--- src/rtl/piso_serializer_pkg.sv ---
// rtl/piso_serializer_pkg.sv - shared state encodings for the PISO serializer and matching SIPO receiver
package piso_serializer_pkg;

    typedef enum logic [1:0] {
        ST_IDLE   = 2'd0,
        ST_SHIFT  = 2'd1,
        ST_PARITY = 2'd2
    } piso_state_e;

endpackage

--- src/rtl/piso_bit_cnt.sv ---
// rtl/piso_bit_cnt.sv - frame bit counter with clear/enable and last-count flag
module piso_bit_cnt #(
    parameter int WIDTH = 8
) (
    input  logic                       clk,
    input  logic                       rst_n,
    input  logic                       clear,
    input  logic                       en,
    output logic [$clog2(WIDTH)-1:0]   count,
    output logic                       last
);

    localparam int CW = $clog2(WIDTH);
    localparam logic [CW-1:0] LAST_COUNT = CW'(WIDTH - 1);

    assign last = (count == LAST_COUNT);

    always_ff @(posedge clk or negedge rst_n) begin
        if (!rst_n) begin
            count <= '0;
        end else if (clear) begin
            count <= '0;
        end else if (en) begin
            count <= last ? '0 : count + CW'(1);
        end
    end

endmodule

--- src/rtl/piso_serializer.sv ---
// rtl/piso_serializer.sv - parallel-in serial-out transmitter with framing strobes
// Optional even-parity trailer bit enabled by defining PISO_PARITY_EN.
module piso_serializer
    import piso_serializer_pkg::*;
#(
    parameter int WIDTH     = 8,
    parameter int MSB_FIRST = 1
) (
    input  logic             clk,
    input  logic             rst_n,
    input  logic [WIDTH-1:0] parallel_in,
    input  logic             load_valid,
    output logic             load_ready,
    output logic             serial_out,
    output logic             serial_valid,
    output logic             frame_start,
    output logic             frame_done,
    output logic             busy
);

    localparam int CW = $clog2(WIDTH);

    piso_state_e         state, state_n;
    logic [WIDTH-1:0]    sreg;
    logic [CW-1:0]       bit_count;
    logic                bit_last;
    logic                accept;
    logic                data_bit;

    assign accept = load_valid && load_ready;

    piso_bit_cnt #(.WIDTH(WIDTH)) u_bit_cnt (
        .clk   (clk),
        .rst_n (rst_n),
        .clear (accept),
        .en    (state == ST_SHIFT),
        .count (bit_count),
        .last  (bit_last)
    );

    assign data_bit = (MSB_FIRST != 0) ? sreg[WIDTH-1] : sreg[0];

`ifdef PISO_PARITY_EN
    logic parity_q;

    // Parity is computed from the captured word so the trailer needs no accumulator.
    always_ff @(posedge clk or negedge rst_n) begin
        if (!rst_n) begin
            parity_q <= 1'b0;
        end else if (accept) begin
            parity_q <= ^parallel_in;
        end
    end

    assign frame_done = (state == ST_PARITY);
    assign serial_out = (state == ST_SHIFT)  ? data_bit :
                        (state == ST_PARITY) ? parity_q : 1'b0;
`else
    assign frame_done = (state == ST_SHIFT) && bit_last;
    assign serial_out = (state == ST_SHIFT) ? data_bit : 1'b0;
`endif

    assign serial_valid = (state != ST_IDLE);
    assign busy         = serial_valid;
    assign frame_start  = (state == ST_SHIFT) && (bit_count == '0);
    assign load_ready   = (state == ST_IDLE) || frame_done;

    always_ff @(posedge clk or negedge rst_n) begin
        if (!rst_n) begin
            state <= ST_IDLE;
        end else begin
            state <= state_n;
        end
    end

    always_comb begin
        state_n = state;
        case (state)
            ST_IDLE: begin
                if (accept) state_n = ST_SHIFT;
            end
            ST_SHIFT: begin
                if (bit_last) begin
`ifdef PISO_PARITY_EN
                    state_n = ST_PARITY;
`else
                    state_n = accept ? ST_SHIFT : ST_IDLE;
`endif
                end
            end
            ST_PARITY: begin
                state_n = accept ? ST_SHIFT : ST_IDLE;
            end
            default: state_n = ST_IDLE;
        endcase
    end

    always_ff @(posedge clk or negedge rst_n) begin
        if (!rst_n) begin
            sreg <= '0;
        end else if (accept) begin
            sreg <= parallel_in;
        end else if (state == ST_SHIFT) begin
            sreg <= (MSB_FIRST != 0) ? {sreg[WIDTH-2:0], 1'b0} : {1'b0, sreg[WIDTH-1:1]};
        end
    end

endmodule

--- config.mk ---
export PLATFORM = sky130hd
export DESIGN_NAME = piso_serializer
export DESIGN_NICKNAME = d
export VERILOG_FILES = /design/src/rtl/piso_serializer_pkg.sv /design/src/rtl/piso_bit_cnt.sv /design/src/rtl/piso_serializer.sv
export SDC_FILE = /design/constraint.sdc
export NUM_CORES = 1
export LEC_CHECK = 0
export CORE_MARGIN = 1.5
export CORE_UTILIZATION = 50
export DETAILED_ROUTE_END_ITERATION = 8
export PLACE_DENSITY = 0.81
export SYNTH_ARGS = -nofsm -noshare
export SYNTH_HDL_FRONTEND = slang
export SYNTH_SLANG_ARGS = --single-unit
--- constraint.sdc ---
create_clock -name clk -period 2.7 [get_ports clk]
set_input_delay 0.405 -clock clk [delete_from_list [all_inputs] [get_ports clk]]
set_output_delay 0.405 -clock clk [all_outputs]
set_load 0.03 [all_outputs]
==> results.md <==
* Status: finished clean
* Worst setup SP type: register
* Root buffer cell: clkbuf_4
* Gp weighted congestion at 0.651
* CTS tree: yes
* Initial antenna violation count at 0
* DRT Pass-1 Iters at 4
* Setup slack at placement at 0.638 ns
* Slew headroom at 55.2%
* RSZ-0062 raised after global routing: no
* Met3 GRT Util at 8.52%
* Number of I/O pins at 17
* Met1 Track Usage GR at 25.4%
* DRC Markers at 0
* WL/cell at 14.0 um
* Final ANT Viol Nets at 0
* Post-cts sizing count at 0
* Sw Ratio at 38.8%
* CTS sink count at 12
* Clk network pwr share at 12.2%
* Cell row count at 13
* Cell count after placement at 86
* Placeable Area at 0.00128 mm2
* Die span in x at 39.8 um
* TritonCTS Buffers at 3
* Port Buffer Count at 16
* Reg power frac at 37.2%
* GRT overflow at 0
* Post-route insts no fill at 89
* Met2 Use GR at 33.2%
* P_leak at 0.380 nW
* Hold Vio Cnt, Final at 0
* Final Critical Period at 2.36 ns
* Largest net degree at the start of global routing at 25
* Fin. max-slew vios at 0
* Clock transition at path regs at 0.07 ns
* Layout area overhead at 23.5%
* Fmax at 424 MHz
* Hold buffer count at cts at 0
* Iter 0 DRT Violations at 12
* Die area at 0.00158 mm2
* Number of global-route vias before repair at 465
* Tightest Pin Transition at 0.671 ns
* # setup viols final at 0
* Largest area contributor in the netlist: dfrtp_1
* Period utilization at 87.3%
* FF+latch count, synth at 12
* Nets@finish at 90
* Clock Path Buffers at 2
* Post-synthesis sequential area ratio at 44.4%
* Hold Crit Class: in -> async
* Clock Skew at 0.00443 ns
* Layout cell share with drive strength beyond 1 at 17.6%
* Synth unique cells at 21
* Vias per inst at 5.62
* Max_cap viols at 0
* First-pass GRT wire length at 2070 um
* Synth top area cells: dfrtp_1, o221a_2, a211o_1
* # H-tree levels at 1
* DIE HEIGHT at 39.8 um
* Commonest cells after routing, fill and taps aside: clkdlybuf4s50_1, dfrtp_1, nor2b_1
* Cell count after synthesis at 59
* Global route hottest layer: met2
* Clock latency on the worst-skew pair at 0.27 ns
* Gate power share at 50.6%
* Synthesized area per cell at 11.5 um2
* YS warnings at 0
* Commonest non-fill, non-tap cell in the layout: clkdlybuf4s50_1
* Final WS setup at 0.343 ns
* Crit-path max FO at 24
* Syn_nets at 73
* Worst Path Required at 2.30 ns
* CP arrival at 1.95 ns
* Final WL at 1240 um
* Post-CTS Setup Bufs at 0
* Net Sw Power at 341 uW
* Antenna cells at 0
* Power Internal at 538 uW
* DR vias at 500
* Gr usage total at 20.7%
* Mapped cell area at 676 um2
* Peak supply drop at 0.000526 V
* Power Density at 1050 mW/mm2
* Total Neg Setup Slack at 0 ns
* Crit Path Category: reg -> out
* Hpwl dp at 847 um
* Starting Density at 52.6%
* Setup crit end kind: output pin
* Yosys top cell area share at 44.4%
==> cells in the mapped netlist <==
master / number
mux2i_1: 1
and2_2: 1
buf_8: 1
nand2b_1: 2
nor2_1: 2
ha_1: 3
buf_2: 1
a211o_2: 2
o221a_1: 1
o21ai_0: 1
buf_4: 1
o22ai_1: 1
nand2_1: 4
and2_1: 1
dfrtp_1: 12
a211o_1: 5
inv_1: 3
o221a_2: 6
a32o_1: 2
nor2b_1: 7
buf_6: 2
==> state kept, by name, summed over array words and instances (netlist names) <==
register	cells
sreg	8
state	1
u_bit_cnt.count	3
==> worst max-delay path: stages (launching register included) <==
cell and delay [ns]:
dfrtp_1 0.78, and2_2 0.25, clkdlybuf4s50_1 0.66
==> power groups by stage <==
| stage | Sequential, mW | Combinational, mW | Clock, mW |
|---|---|---|---|
| floorplan | 0.304 | 0.353 | 0 |
| global placement | 0.326 | 0.432 | 0 |
| detailed placement | 0.330 | 0.445 | 0 |
| CTS | 0.326 | 0.449 | 0.110 |
| global route | 0.339 | 0.493 | 0.115 |
| finish | 0.327 | 0.445 | 0.107 |
==> metal layers <==
metal,vias to the layer above,wire length (um)
met4,0,10
met2,14,609
li1,247,-
met5,-,0
met3,2,60
met1,237,564
==> per-stage QoR <==
step / hold slack [ns] / area (um2) / power (mW) / utilization [%]
global route: 0.534 / 835 / 0.946 / 64.9
global placement: 0.505 / 812 / 0.758 / 63.2
detailed placement: 0.520 / 812 / 0.775 / 63.2
finish: 0.479 / 835 / 0.879 / 64.9
CTS: 0.489 / 835 / 0.885 / 64.9
floorplan: 0.109 / 676 / 0.657 / -
==> cells by family (layout without fill, tap and decap cells) <==
kind of cell               Yosys count  in the layout  synth area share (%)
buffers and inverters                8             23                  9.07
and+or+nand+nor                     17             17                  13.7
AOI/OAI and AO/OA                   18             18                  25.7
adders and majority gates            3              3                  5.56
DFF                                 12             12                  44.4
muxes                                1              1                  1.48
==> worst paths after layout <==
check / slack [ns] / from / end / depth (start not counted)
min in group clk: 0.52 / sreg[0]$_DFFE_PN0P_ / sreg[0]$_DFFE_PN0P_ / 1
max in group asynchronous: 1.87 / rst_n / u_bit_cnt.count[1]$_DFFE_PN0P_ / 1
worst max register to register: 0.99 / u_bit_cnt.count[0]$_DFFE_PN0P_ / sreg[4]$_DFFE_PN0P_ / 6
worst max-delay path: 0.34 / state[0]$_DFFE_PN0P_ / frame_done / 2
worst min-delay path: 0.48 / rst_n / sreg[5]$_DFFE_PN0P_ / 1
worst min register to register: 0.52 / sreg[0]$_DFFE_PN0P_ / sreg[0]$_DFFE_PN0P_ / 1
==> layout make-up <==
| class | instances | area [um2] |
|---|---|---|
| fill | 111 | 450 |
| multi-input combinational | 39 | 314 |
| sequential | 12 | 300 |
| timing repair buffer | 17 | 168 |
| clock buffer | 3 | 22.5 |
| tap | 15 | 18.8 |
| inverter | 3 | 11.3 |
Power figures use the tool's default switching activity.
